--- src/rtl/hazard_forwarding_unit_if.sv ---
// Signal bundle between the 5-stage ARM datapath and its hazard/forwarding controller.
// The datapath side is the master; the controller side is the slave.
interface hazard_forwarding_unit_if #(
    parameter int CNT_W = 16
);
    logic [3:0]       ID_Rn, ID_Rm, ID_Rd;
    logic             ID_use_Rn, ID_use_Rm, ID_use_Rd;
    logic [3:0]       EX_Rd, MEM_Rd, WB_Rd;
    logic             EX_RF_enable, MEM_RF_enable, WB_RF_enable;
    logic             EX_Load_Inst;
    logic             branch_taken;
    logic             mem_busy;

    logic             PC_LE;
    logic             IFID_LE;
    logic             IFID_flush;
    logic             CU_mux_sel;
    logic             pipe_LE;
    logic [1:0]       fwd_A, fwd_B, fwd_C;
    logic [1:0]       state;
    logic             mem_error;
    logic [CNT_W-1:0] bubble_cnt, flush_cnt;

    modport master (
        output ID_Rn, ID_Rm, ID_Rd, ID_use_Rn, ID_use_Rm, ID_use_Rd,
        output EX_Rd, MEM_Rd, WB_Rd, EX_RF_enable, MEM_RF_enable, WB_RF_enable,
        output EX_Load_Inst, branch_taken, mem_busy,
        input  PC_LE, IFID_LE, IFID_flush, CU_mux_sel, pipe_LE,
        input  fwd_A, fwd_B, fwd_C, state, mem_error, bubble_cnt, flush_cnt
    );

    modport slave (
        input  ID_Rn, ID_Rm, ID_Rd, ID_use_Rn, ID_use_Rm, ID_use_Rd,
        input  EX_Rd, MEM_Rd, WB_Rd, EX_RF_enable, MEM_RF_enable, WB_RF_enable,
        input  EX_Load_Inst, branch_taken, mem_busy,
        output PC_LE, IFID_LE, IFID_flush, CU_mux_sel, pipe_LE,
        output fwd_A, fwd_B, fwd_C, state, mem_error, bubble_cnt, flush_cnt
    );
endinterface

--- src/rtl/hazard_forwarding_unit.sv ---
// Pipeline controller: load-use bubbles, branch flushes, memory freeze,
// operand forwarding selects, saturating event counters and a memory timeout flag.
module hazard_forwarding_unit #(
    parameter int WAIT_TIMEOUT = 15,
    parameter int CNT_W        = 16
) (
    input logic                     CLK,
    input logic                     CLR,
    hazard_forwarding_unit_if.slave bus
);
    typedef enum logic [1:0] {
        RUN        = 2'b00,
        LOAD_STALL = 2'b01,
        FLUSH      = 2'b10,
        MEM_WAIT   = 2'b11
    } state_t;

    localparam logic [7:0]       TIMEOUT = 8'(WAIT_TIMEOUT);
    localparam logic [CNT_W-1:0] CNT_MAX = '1;

    state_t           state_q, state_d;
    logic [7:0]       wait_cnt_q, wait_cnt_d;
    logic             mem_error_q, mem_error_d;
    logic [CNT_W-1:0] bubble_cnt_q, bubble_cnt_d;
    logic [CNT_W-1:0] flush_cnt_q, flush_cnt_d;

    logic [2:0] ex_hit, mem_hit, wb_hit;
    logic       load_use;
    logic       pc_le, ifid_le, ifid_flush, cu_mux_sel, pipe_le;

    // R15 reads come from the PC path, so they never forward or stall.
    function automatic logic src_match(input logic used, input logic [3:0] src,
                                       input logic wr_en, input logic [3:0] dst);
        return used && (src != 4'd15) && wr_en && (dst == src);
    endfunction

    function automatic logic [1:0] fwd_sel(input logic ex_m, input logic ex_load,
                                           input logic mem_m, input logic wb_m);
        if (ex_m && !ex_load) return 2'b01;
        else if (mem_m)       return 2'b10;
        else if (wb_m)        return 2'b11;
        else                  return 2'b00;
    endfunction

    // Index 0/1/2 = Rn/Rm/Rd source operand.
    always_comb begin
        ex_hit[0]  = src_match(bus.ID_use_Rn, bus.ID_Rn, bus.EX_RF_enable,  bus.EX_Rd);
        ex_hit[1]  = src_match(bus.ID_use_Rm, bus.ID_Rm, bus.EX_RF_enable,  bus.EX_Rd);
        ex_hit[2]  = src_match(bus.ID_use_Rd, bus.ID_Rd, bus.EX_RF_enable,  bus.EX_Rd);
        mem_hit[0] = src_match(bus.ID_use_Rn, bus.ID_Rn, bus.MEM_RF_enable, bus.MEM_Rd);
        mem_hit[1] = src_match(bus.ID_use_Rm, bus.ID_Rm, bus.MEM_RF_enable, bus.MEM_Rd);
        mem_hit[2] = src_match(bus.ID_use_Rd, bus.ID_Rd, bus.MEM_RF_enable, bus.MEM_Rd);
        wb_hit[0]  = src_match(bus.ID_use_Rn, bus.ID_Rn, bus.WB_RF_enable,  bus.WB_Rd);
        wb_hit[1]  = src_match(bus.ID_use_Rm, bus.ID_Rm, bus.WB_RF_enable,  bus.WB_Rd);
        wb_hit[2]  = src_match(bus.ID_use_Rd, bus.ID_Rd, bus.WB_RF_enable,  bus.WB_Rd);
        load_use   = bus.EX_Load_Inst && (|ex_hit);
    end

    assign bus.fwd_A = fwd_sel(ex_hit[0], bus.EX_Load_Inst, mem_hit[0], wb_hit[0]);
    assign bus.fwd_B = fwd_sel(ex_hit[1], bus.EX_Load_Inst, mem_hit[1], wb_hit[1]);
    assign bus.fwd_C = fwd_sel(ex_hit[2], bus.EX_Load_Inst, mem_hit[2], wb_hit[2]);

    always_ff @(posedge CLK or posedge CLR) begin
        if (CLR) begin
            state_q      <= RUN;
            wait_cnt_q   <= '0;
            mem_error_q  <= 1'b0;
            bubble_cnt_q <= '0;
            flush_cnt_q  <= '0;
        end else begin
            state_q      <= state_d;
            wait_cnt_q   <= wait_cnt_d;
            mem_error_q  <= mem_error_d;
            bubble_cnt_q <= bubble_cnt_d;
            flush_cnt_q  <= flush_cnt_d;
        end
    end

    // Freeze outranks load-use, which outranks a taken branch.
    always_comb begin
        state_d      = RUN;
        wait_cnt_d   = '0;
        mem_error_d  = mem_error_q;
        bubble_cnt_d = bubble_cnt_q;
        flush_cnt_d  = flush_cnt_q;
        if (bus.mem_busy) begin
            state_d    = MEM_WAIT;
            wait_cnt_d = (wait_cnt_q >= TIMEOUT) ? TIMEOUT : wait_cnt_q + 8'd1;
            if (wait_cnt_d == TIMEOUT) mem_error_d = 1'b1;
        end else if (load_use) begin
            state_d = LOAD_STALL;
            if (bubble_cnt_q != CNT_MAX) bubble_cnt_d = bubble_cnt_q + 1'b1;
        end else if (bus.branch_taken) begin
            state_d = FLUSH;
            if (flush_cnt_q != CNT_MAX) flush_cnt_d = flush_cnt_q + 1'b1;
        end
    end

    always_comb begin
        pc_le      = 1'b1;
        ifid_le    = 1'b1;
        pipe_le    = 1'b1;
        cu_mux_sel = 1'b0;
        ifid_flush = 1'b0;
        if (!CLR) begin
            if (bus.mem_busy) begin
                pc_le   = 1'b0;
                ifid_le = 1'b0;
                pipe_le = 1'b0;
            end else if (load_use) begin
                pc_le      = 1'b0;
                ifid_le    = 1'b0;
                cu_mux_sel = 1'b1;
            end else if (bus.branch_taken) begin
                ifid_flush = 1'b1;
            end
        end
    end

    assign bus.PC_LE      = pc_le;
    assign bus.IFID_LE    = ifid_le;
    assign bus.pipe_LE    = pipe_le;
    assign bus.CU_mux_sel = cu_mux_sel;
    assign bus.IFID_flush = ifid_flush;
    assign bus.state      = state_q;
    assign bus.mem_error  = mem_error_q;
    assign bus.bubble_cnt = bubble_cnt_q;
    assign bus.flush_cnt  = flush_cnt_q;

endmodule

--- src/flat_wrapper.sv ---
// flat-port wrapper written by rule: the top's interface ports become plain ports
module hazard_forwarding_unit_flat 
#(
    parameter int WAIT_TIMEOUT = 15,
    parameter int CNT_W        = 16
)
  (CLK, CLR, bus_ID_Rn, bus_ID_Rm, bus_ID_Rd, bus_ID_use_Rn, bus_ID_use_Rm, bus_ID_use_Rd, bus_EX_Rd, bus_MEM_Rd, bus_WB_Rd, bus_EX_RF_enable, bus_MEM_RF_enable, bus_WB_RF_enable, bus_EX_Load_Inst, bus_branch_taken, bus_mem_busy, bus_PC_LE, bus_IFID_LE, bus_IFID_flush, bus_CU_mux_sel, bus_pipe_LE, bus_fwd_A, bus_fwd_B, bus_fwd_C, bus_state, bus_mem_error, bus_bubble_cnt, bus_flush_cnt);
  hazard_forwarding_unit_if #(.CNT_W(CNT_W)) bus_i ();
  input logic CLK;
  input logic CLR;
  input wire logic [$bits(bus_i.ID_Rn)-1:0] bus_ID_Rn;
  input wire logic [$bits(bus_i.ID_Rm)-1:0] bus_ID_Rm;
  input wire logic [$bits(bus_i.ID_Rd)-1:0] bus_ID_Rd;
  input wire logic [$bits(bus_i.ID_use_Rn)-1:0] bus_ID_use_Rn;
  input wire logic [$bits(bus_i.ID_use_Rm)-1:0] bus_ID_use_Rm;
  input wire logic [$bits(bus_i.ID_use_Rd)-1:0] bus_ID_use_Rd;
  input wire logic [$bits(bus_i.EX_Rd)-1:0] bus_EX_Rd;
  input wire logic [$bits(bus_i.MEM_Rd)-1:0] bus_MEM_Rd;
  input wire logic [$bits(bus_i.WB_Rd)-1:0] bus_WB_Rd;
  input wire logic [$bits(bus_i.EX_RF_enable)-1:0] bus_EX_RF_enable;
  input wire logic [$bits(bus_i.MEM_RF_enable)-1:0] bus_MEM_RF_enable;
  input wire logic [$bits(bus_i.WB_RF_enable)-1:0] bus_WB_RF_enable;
  input wire logic [$bits(bus_i.EX_Load_Inst)-1:0] bus_EX_Load_Inst;
  input wire logic [$bits(bus_i.branch_taken)-1:0] bus_branch_taken;
  input wire logic [$bits(bus_i.mem_busy)-1:0] bus_mem_busy;
  output wire logic [$bits(bus_i.PC_LE)-1:0] bus_PC_LE;
  output wire logic [$bits(bus_i.IFID_LE)-1:0] bus_IFID_LE;
  output wire logic [$bits(bus_i.IFID_flush)-1:0] bus_IFID_flush;
  output wire logic [$bits(bus_i.CU_mux_sel)-1:0] bus_CU_mux_sel;
  output wire logic [$bits(bus_i.pipe_LE)-1:0] bus_pipe_LE;
  output wire logic [$bits(bus_i.fwd_A)-1:0] bus_fwd_A;
  output wire logic [$bits(bus_i.fwd_B)-1:0] bus_fwd_B;
  output wire logic [$bits(bus_i.fwd_C)-1:0] bus_fwd_C;
  output wire logic [$bits(bus_i.state)-1:0] bus_state;
  output wire logic [$bits(bus_i.mem_error)-1:0] bus_mem_error;
  output wire logic [$bits(bus_i.bubble_cnt)-1:0] bus_bubble_cnt;
  output wire logic [$bits(bus_i.flush_cnt)-1:0] bus_flush_cnt;
  assign bus_i.ID_Rn = bus_ID_Rn;
  assign bus_i.ID_Rm = bus_ID_Rm;
  assign bus_i.ID_Rd = bus_ID_Rd;
  assign bus_i.ID_use_Rn = bus_ID_use_Rn;
  assign bus_i.ID_use_Rm = bus_ID_use_Rm;
  assign bus_i.ID_use_Rd = bus_ID_use_Rd;
  assign bus_i.EX_Rd = bus_EX_Rd;
  assign bus_i.MEM_Rd = bus_MEM_Rd;
  assign bus_i.WB_Rd = bus_WB_Rd;
  assign bus_i.EX_RF_enable = bus_EX_RF_enable;
  assign bus_i.MEM_RF_enable = bus_MEM_RF_enable;
  assign bus_i.WB_RF_enable = bus_WB_RF_enable;
  assign bus_i.EX_Load_Inst = bus_EX_Load_Inst;
  assign bus_i.branch_taken = bus_branch_taken;
  assign bus_i.mem_busy = bus_mem_busy;
  assign bus_PC_LE = bus_i.PC_LE;
  assign bus_IFID_LE = bus_i.IFID_LE;
  assign bus_IFID_flush = bus_i.IFID_flush;
  assign bus_CU_mux_sel = bus_i.CU_mux_sel;
  assign bus_pipe_LE = bus_i.pipe_LE;
  assign bus_fwd_A = bus_i.fwd_A;
  assign bus_fwd_B = bus_i.fwd_B;
  assign bus_fwd_C = bus_i.fwd_C;
  assign bus_state = bus_i.state;
  assign bus_mem_error = bus_i.mem_error;
  assign bus_bubble_cnt = bus_i.bubble_cnt;
  assign bus_flush_cnt = bus_i.flush_cnt;
  hazard_forwarding_unit #(.WAIT_TIMEOUT(WAIT_TIMEOUT), .CNT_W(CNT_W)) u_core (.CLK(CLK), .CLR(CLR), .bus(bus_i));
endmodule
--- config.mk ---
export PLATFORM = sky130hd
export DESIGN_NAME = hazard_forwarding_unit_flat
export DESIGN_NICKNAME = d
export VERILOG_FILES = /design/src/rtl/hazard_forwarding_unit_if.sv /design/src/rtl/hazard_forwarding_unit.sv /design/src/flat_wrapper.sv
export SDC_FILE = /design/constraint.sdc
export NUM_CORES = 1
export LEC_CHECK = 0
export ABC_AREA = 1
export CORE_UTILIZATION = 50
export CTS_BUF_LIST = sky130_fd_sc_hd__clkbuf_16
export DETAILED_ROUTE_END_ITERATION = 16
export PLACE_DENSITY = 0.87
export SETUP_SLACK_MARGIN = 0.15
export SLEW_MARGIN = 20
export SYNTH_ARGS = -nofsm -noshare
export SYNTH_HDL_FRONTEND = slang
export SYNTH_SLANG_ARGS = --single-unit
--- constraint.sdc ---
create_clock -name CLK -period 2.82 [get_ports CLK]
set_input_delay 0.564 -clock CLK [delete_from_list [all_inputs] [get_ports CLK]]
set_output_delay 0.564 -clock CLK [all_outputs]
set_load 0.01 [all_outputs]
==> impl_metrics.py <==
metrics = {
    "outcome": {
        "status": "finished, final reports clean",
    },
    "logic_synthesis": {
        "syn_area_per_cell_um2": 6.86,
        "synthCells": 457,
        "ys_ff_latch": 43,
        "yosysSeqAreaShare": 0.343,
        "ys_types": 36,
        "ys_warn_count": 0,
        "synth_area_mm2": 0.00314,
    },
    "layout": {
        "nFillCells": 468,
        "fin_area_mm2": 0.00438,
        "fin_nets": 610,
        "drive_above_1_share": 0.143,
        "area_growth_pct": 39.6,
        "fin_cells": 648,
        "n_antenna_cell": 0,
        "fin_util": 0.731,
    },
    "clocking": {
        "clock_path_buffers": 2,
        "clkTransAtPathRegs_ns": 0.06,
        "cts_root_buf": "clkbuf_16",
        "clock-sinks": 43,
        "clock_latency_ns": 0.29,
        "cts_buffers": 5,
        "cts_tree": "built",
        "htreeDepth": 2,
    },
    "worst_setup_path": {
        "crit_top_cell": "nand2_1",
        "crit_family": "buffers and inverters",
        "reg2reg_from": "u_core.bus.flush_cnt[0]",
        "crit_path_end_kind": "output port",
        "crit_slowest_cell": "clkdlybuf4s50_1",
        "slowest_delay_ns": 0.46,
        "startpoint": "bus_EX_RF_enable",
        "crit_chain": "clkdlybuf4s50_1 -> inv_1 -> a21oi_1 -> nand2_1 -> nor2_2 -> nand2_1 -> nand3_2 -> nand2_4 -> nand2_1 -> nand2_1 -> clkbuf_2",
        "arrival_ns": 2.02,
        "crit_buf_inv": 3,
        "cp-start-kind": "input pin",
        "path_class": "in -> out",
        "required_ns": 2.26,
        "critPathMaxFanout": 3,
    },
    "drt": {
        "top_layer": "met4",
        "ant_nets": 0,
        "viasPerCell": 5.35,
        "drc": 0,
        "wl_met2_um": 4490,
        "firstDrtPassIters": 5,
        "wl_per_cell_um": 14.0,
        "route.met3.wl_um": 483,
        "m1WireLength_um": 3860,
        "first_iter_violations": 131,
        "num_vias": 3465,
        "drt-total-wl_um": 9050,
    },
    "pwr": {
        "p_leak_nw": 2.30,
        "power.internal_mw": 1.21,
        "vdd_drop_max_mv": 0.281,
        "power_density_mw_per_mm2": 401,
        "p_sw_mw": 0.547,
        "swShare": 0.312,
        "share_comb_of_total_power": 0.252,
        "pwr-share-seq": 0.413,
        "totalPowerFinal_mw": 1.76,
        "clock_power_share": 0.335,
    },
    "floorplanning": {
        "die_w_um": 81.2,
        "die-height_um": 81.2,
        "core_mm2": 0.00599,
        "pin_count": 81,
        "start_util": 0.523,
        "num_rows": 28,
        "die_area_mm2": 0.00659,
    },
    "placement": {
        "place_congestion": 1.05,
        "portBuffers": 80,
        "dp_cells": 639,
        "place_area_mm2": 0.00423,
        "place_hpwl_um": 6890,
    },
    "global_routing": {
        "grt_max_degree": 28,
        "antenna_found_initial": 0,
        "grt_pass1_vias": 3352,
        "grt_usage": 0.290,
        "grt_pass1_wl_um": 14800,
        "grt_overflow": 0,
    },
    "timing": {
        "final_max_slew_viol_count": 0,
        "setup_viol": 0,
        "setup-tns-final_ns": 0,
        "hold_viol": 0,
        "fin_crit_sh": 0.916,
        "period_needed_ns": 2.58,
        "rsz0062_at_grt": "no",
        "fmax_ghz": 0.387,
        "skew_ns": 0.00381,
    },
    "job": {
        "cap_violations": 0,
    },
    "min_path": {
        "hold_path.startpoint": "u_core.bus.flush_cnt[11]",
        "hold_path.class": "reg -> reg",
    },
}
[worst register-to-register path, delay by kind of cell, from the launching register on]
kind                     cells  cell delay (ns)
AND/OR/NAND/NOR              9             0.91
flip-flops                   1             0.42
buffers and inverters        2             0.24
adder cells (fa/ha/maj)      1             0.24
[cells in the final DEF (no fill, tap or decap), drive strengths merged, types with 2 or more instances in the layout]
master         netlist  layout
xnor2               16      16
clkdlybuf4s50        0      47
xor2                11      11
a21oi                6       6
nor2                47      47
o21ai               10      10
o2111ai              3       3
clkbuf               1       9
nor3                 5       5
ha                   3       3
conb                 1       4
clkinvlp             0       2
buf                  9      35
nand2              156     156
dlymetal6s2s         0       5
o211ai               3       3
o22ai                8       8
dlygate4sd2          0      23
inv                 61      62
nand4               21      21
dfrtp               43      43
nand3               47      47
[stage by stage]
step / setup WS (ns) / hold WS [ns]
detailed placement: -0.273 / 0.487
CTS: 0.117 / 0.532
floorplan: 0.263 / 0.513
global route: 0.124 / 0.552
finish: 0.238 / 0.527
global placement: -0.306 / 0.464
[logic make-up after synthesis]
kind of cell,synth area share
adders and majority gates,0.0120
DFF,0.343
and+or+nand+nor,0.393
other,0.00120
xor gates and xnor gates,0.0754
AOI/OAI and AO/OA,0.0782
buffers and inverters,0.0974
[state kept, by name, summed over array words and instances (netlist names)]
register and count:
u_core.bus.bubble_cnt 16, u_core.bus.flush_cnt 16, u_core.wait_cnt_q 8, u_core.bus.state 2, u_core.bus.mem_error 1
[synth_stat cells]
| master | n | area (um^2) |
|---|---|---|
| a41oi_4 | 1 | 27.5 |
| nand2_2 | 11 | 68.8 |
| nand2_1 | 143 | 537 |
| o221ai_1 | 1 | 8.76 |
| inv_1 | 56 | 210 |
| o22ai_1 | 8 | 50.1 |
| o21bai_1 | 1 | 7.51 |
| nor3_1 | 5 | 25.0 |
| nand2_4 | 1 | 11.3 |
| buf_1 | 2 | 7.51 |
| inv_2 | 4 | 15.0 |
| clkbuf_1 | 1 | 3.75 |
| inv_8 | 1 | 11.3 |
| nor4_1 | 1 | 6.26 |
| xor2_1 | 11 | 96.3 |
| nand3_2 | 2 | 20.0 |
| buf_8 | 1 | 15.0 |
| nand4_1 | 21 | 131 |
| a21oi_1 | 6 | 30.0 |
| o21ai_1 | 2 | 10.0 |
| o21ai_0 | 6 | 30.0 |
| nor2_2 | 4 | 25.0 |
| nand2_8 | 1 | 20.0 |
| o211ai_1 | 3 | 22.5 |
| ha_1 | 3 | 37.5 |
| a21boi_0 | 1 | 7.51 |
| conb_1 | 1 | 3.75 |
| dfrtp_1 | 43 | 1080 |
| buf_2 | 1 | 5.00 |
| o2111ai_1 | 3 | 26.3 |
| nand3_1 | 45 | 225 |
| xnor2_1 | 16 | 140 |
| o21a_1 | 1 | 7.51 |
| nor2_1 | 43 | 161 |
| o21ai_2 | 2 | 17.5 |
| buf_4 | 5 | 37.5 |
[metal layers]
layer,global-route usage,vias to the layer above
li1,-,1701
met1,0.356,1625
met2,0.491,116
met3,0.0573,23
met4,0.123,0
met5,0,-
[final timing paths]
check	end	slack [ns]	cells past startpoint
max reg2reg	u_core.bus.flush_cnt[0]	0.90	12
min reg2reg	u_core.bus.flush_cnt[11]	0.53	2
min in group asynchronous	u_core.bus.flush_cnt[13]	0.77	3
min	u_core.bus.flush_cnt[11]	0.53	2
max in group asynchronous	u_core.bus.bubble_cnt[6]	1.74	3
max	bus_PC_LE	0.24	11
[power groups by stage]
| stage | Clock [mW] | Combinational [mW] | Sequential (mW) |
|---|---|---|---|
| finish | 0.588 | 0.442 | 0.725 |
| global route | 0.621 | 0.489 | 0.733 |
| CTS | 0.594 | 0.437 | 0.724 |
| detailed placement | 0 | 0.447 | 0.735 |
| global placement | 0 | 0.436 | 0.733 |
| floorplan | 0 | 0.191 | 0.741 |
[repair_timing]
item	CTS	global route
pin swaps	3	4
buffers inserted	0	1
setup endpoints to repair	10	10
hold buffers	0	0
gates resized for setup	34	17
endpoints found under the hold margin	0	0
[final cells by class]
class                           instances  area (um^2)  area share
Sequential cell                        43         1080       0.246
Multi-Input combinational cell        346         1790       0.410
Timing Repair Buffer                  115         1030       0.235
Clock buffer                            5          125      0.0286
Inverter                               61          236      0.0540
Tap cell                               75         93.8      0.0214
Clock inverter                          3         23.8     0.00543
(Power assumes the default switching activity.)
==> RTL edit 1, RTL diff (config.mk and constraints unchanged) <==
`CNT_W` is set to 16 in 3 places; all go to 18.
--- a/src/rtl/hazard_forwarding_unit_if.sv
+++ b/src/rtl/hazard_forwarding_unit_if.sv
@@ -1,7 +1,7 @@
 // Signal bundle between the 5-stage ARM datapath and its hazard/forwarding controller.
 // The datapath side is the master; the controller side is the slave.
 interface hazard_forwarding_unit_if #(
-    parameter int CNT_W = 16
+    parameter int CNT_W = 18
 );
     logic [3:0]       ID_Rn, ID_Rm, ID_Rd;
     logic             ID_use_Rn, ID_use_Rm, ID_use_Rd;
--- a/src/rtl/hazard_forwarding_unit.sv
+++ b/src/rtl/hazard_forwarding_unit.sv
@@ -2,7 +2,7 @@
 // operand forwarding selects, saturating event counters and a memory timeout flag.
 module hazard_forwarding_unit #(
     parameter int WAIT_TIMEOUT = 15,
-    parameter int CNT_W        = 16
+    parameter int CNT_W        = 18
 ) (
     input logic                     CLK,
     input logic                     CLR,
--- a/src/flat_wrapper.sv
+++ b/src/flat_wrapper.sv
@@ -2,7 +2,7 @@
 module hazard_forwarding_unit_flat 
 #(
     parameter int WAIT_TIMEOUT = 15,
-    parameter int CNT_W        = 16
+    parameter int CNT_W        = 18
 )
   (CLK, CLR, bus_ID_Rn, bus_ID_Rm, bus_ID_Rd, bus_ID_use_Rn, bus_ID_use_Rm, bus_ID_use_Rd, bus_EX_Rd, bus_MEM_Rd, bus_WB_Rd, bus_EX_RF_enable, bus_MEM_RF_enable, bus_WB_RF_enable, bus_EX_Load_Inst, bus_branch_taken, bus_mem_busy, bus_PC_LE, bus_IFID_LE, bus_IFID_flush, bus_CU_mux_sel, bus_pipe_LE, bus_fwd_A, bus_fwd_B, bus_fwd_C, bus_state, bus_mem_error, bus_bubble_cnt, bus_flush_cnt);
   hazard_forwarding_unit_if #(.CNT_W(CNT_W)) bus_i ();
Interface: changed (resized bus_bubble_cnt and bus_flush_cnt); port bits go from 81 to 85. No check against the original RTL was run, so the function may have changed too.
==> RTL edit 1 against the original RTL <==
- the run now ends with DRC left
- total power rose by 14%
- hold slack got worse by 0.051 ns
- final area rose by 8.3%
- sequential share of layout area rose by 0.24 points
- wire length rose by 13%
- area after synthesis rose by 9.4%
- sequential cell count rose by 4
- worst setup slack got worse by 0.038 ns
==> RTL edit 1: results (changes against the original RTL) <==
Cells and area
  • Non-clock buffer contribution to total cell area: 0.218 (-0.0171)
  • # fillers: 520 (+11%)
  • Multi-In Gates: 395 (+14%)
  • Buffers, non-clock: 118 (+2.6%)
  • Share of layout cells above drive strength 1: 0.128 (-0.0148)
  • Fraction of area in registers: 0.248 (+0.00236)
  • Area growth syn-to-layout: 38.1%
  • FFs & Latches: 47 (+9.3%)
  • Layout clock area frac: 0.0399 (+0.00585)
  • Non-clk invs: 71 (+16%)

Placement
  • Port Buf Inserts: 84 (+5.0%)
  • Placed cell count: 707 (+11%)
  • Pre-CTS setup slack: -0.403 ns (-0.130 ns)

Critical path
  • R2r startpoint: u_core.bus.bubble_cnt[0]
  • Critical path arrival: 2.06 ns (+0.04 ns)
  • Slowest stage delay, CP: 0.49 ns (+0.03 ns)
  • Reg2Reg Capture Point: u_core.bus.bubble_cnt[17]
  • FF-to-FF setup slack: 0.76 ns (-0.14 ns)
  • Worst r2r path cells: 9 (-3)

Drt
  • Residual DRC: 4 (+4)
  • DRT iter0 DRCs: 322 (+150%)
  • Pre-Repair DR Iteration Count: 11 (+6)
  • Via/cell ratio: 5.36 (+0.27%)

Power
  • Seq pwr share: 0.395 (-0.018)
  • Overall power: 0.00200 W (+14%)
  • Clock power frac: 0.376 (+0.041)
  • Leakage power: 2.35 nW (+2.3%)
  • VDD IR-drop max: 319 µV (+14%)

Synth
  • Count of distinct cell types in the synthesized netlist: 38 (+5.6%)
  • Synth Area in Compound Gates: 0.0609 (-0.0173)
  • Xor and xnor area share after synthesis: 0.0689 (-0.00649)
  • Sequential share of the synthesized area: 0.343 (-0.000361)
  • Post-synthesis adder-cell area fraction: 0.0109 (-0.00103)
  • Post-Synthesis Cells: 522 (+14%)

Worst hold path
  • Hold endpoint: u_core.bus.mem_error
  • Min-delay src: u_core.bus.mem_error
  • Worst Hold Depth: 1 (-1)

Global routing
  • Global-route wire length before repair: 16800 µm (+13%)
  • Largest net degree at the start of global routing: 31 (+11%)
  • GRT Total Usage: 0.295 (+0.00594)

Die
  • Core Region: 6490 µm² (+8.4%)

Timing
  • Clock skew: 0.00395 ns (+0.000138 ns)
  • Fmax: 0.382 GHz (-1.5%)

Status
  • Failing checks: DRC
  • Outcome: finished, violations left
==> RTL edit 1: changes by cell type after synthesis, sizes merged, moves of 2 or more <==
cell	before	now
nand4	21	23
o22ai	8	4
o2111ai	3	1
nand2	156	188
dfrtp	43	47
nor3	5	12
o211ai	3	1
a21oi	6	9
inv	61	71
o21ai	10	18
xnor2	16	9
nand3b	0	3
buf	9	12
xor2	11	18
==> RTL edit 1: repair_timing <==
item,in CTS,in global routing
gates resized for setup,48,18
pin swaps,2,6
buffers inserted,1,0
endpoints found under the setup margin,10,8
==> RTL edit 1: layer usage <==
| layer | wire length, µm | part of all wire | GRT usage | vias to the layer above |
|---|---|---|---|---|
| met5 | 0 | 0 | 0 | - |
| met4 | 117 | 0.011 | 0.0801 | 0 |
| met3 | 660 | 0.065 | 0.0447 | 15 |
| met2 | 4990 | 0.49 | 0.500 | 164 |
| met1 | 4420 | 0.43 | 0.397 | 1772 |
| li1 | - | - | - | 1888 |
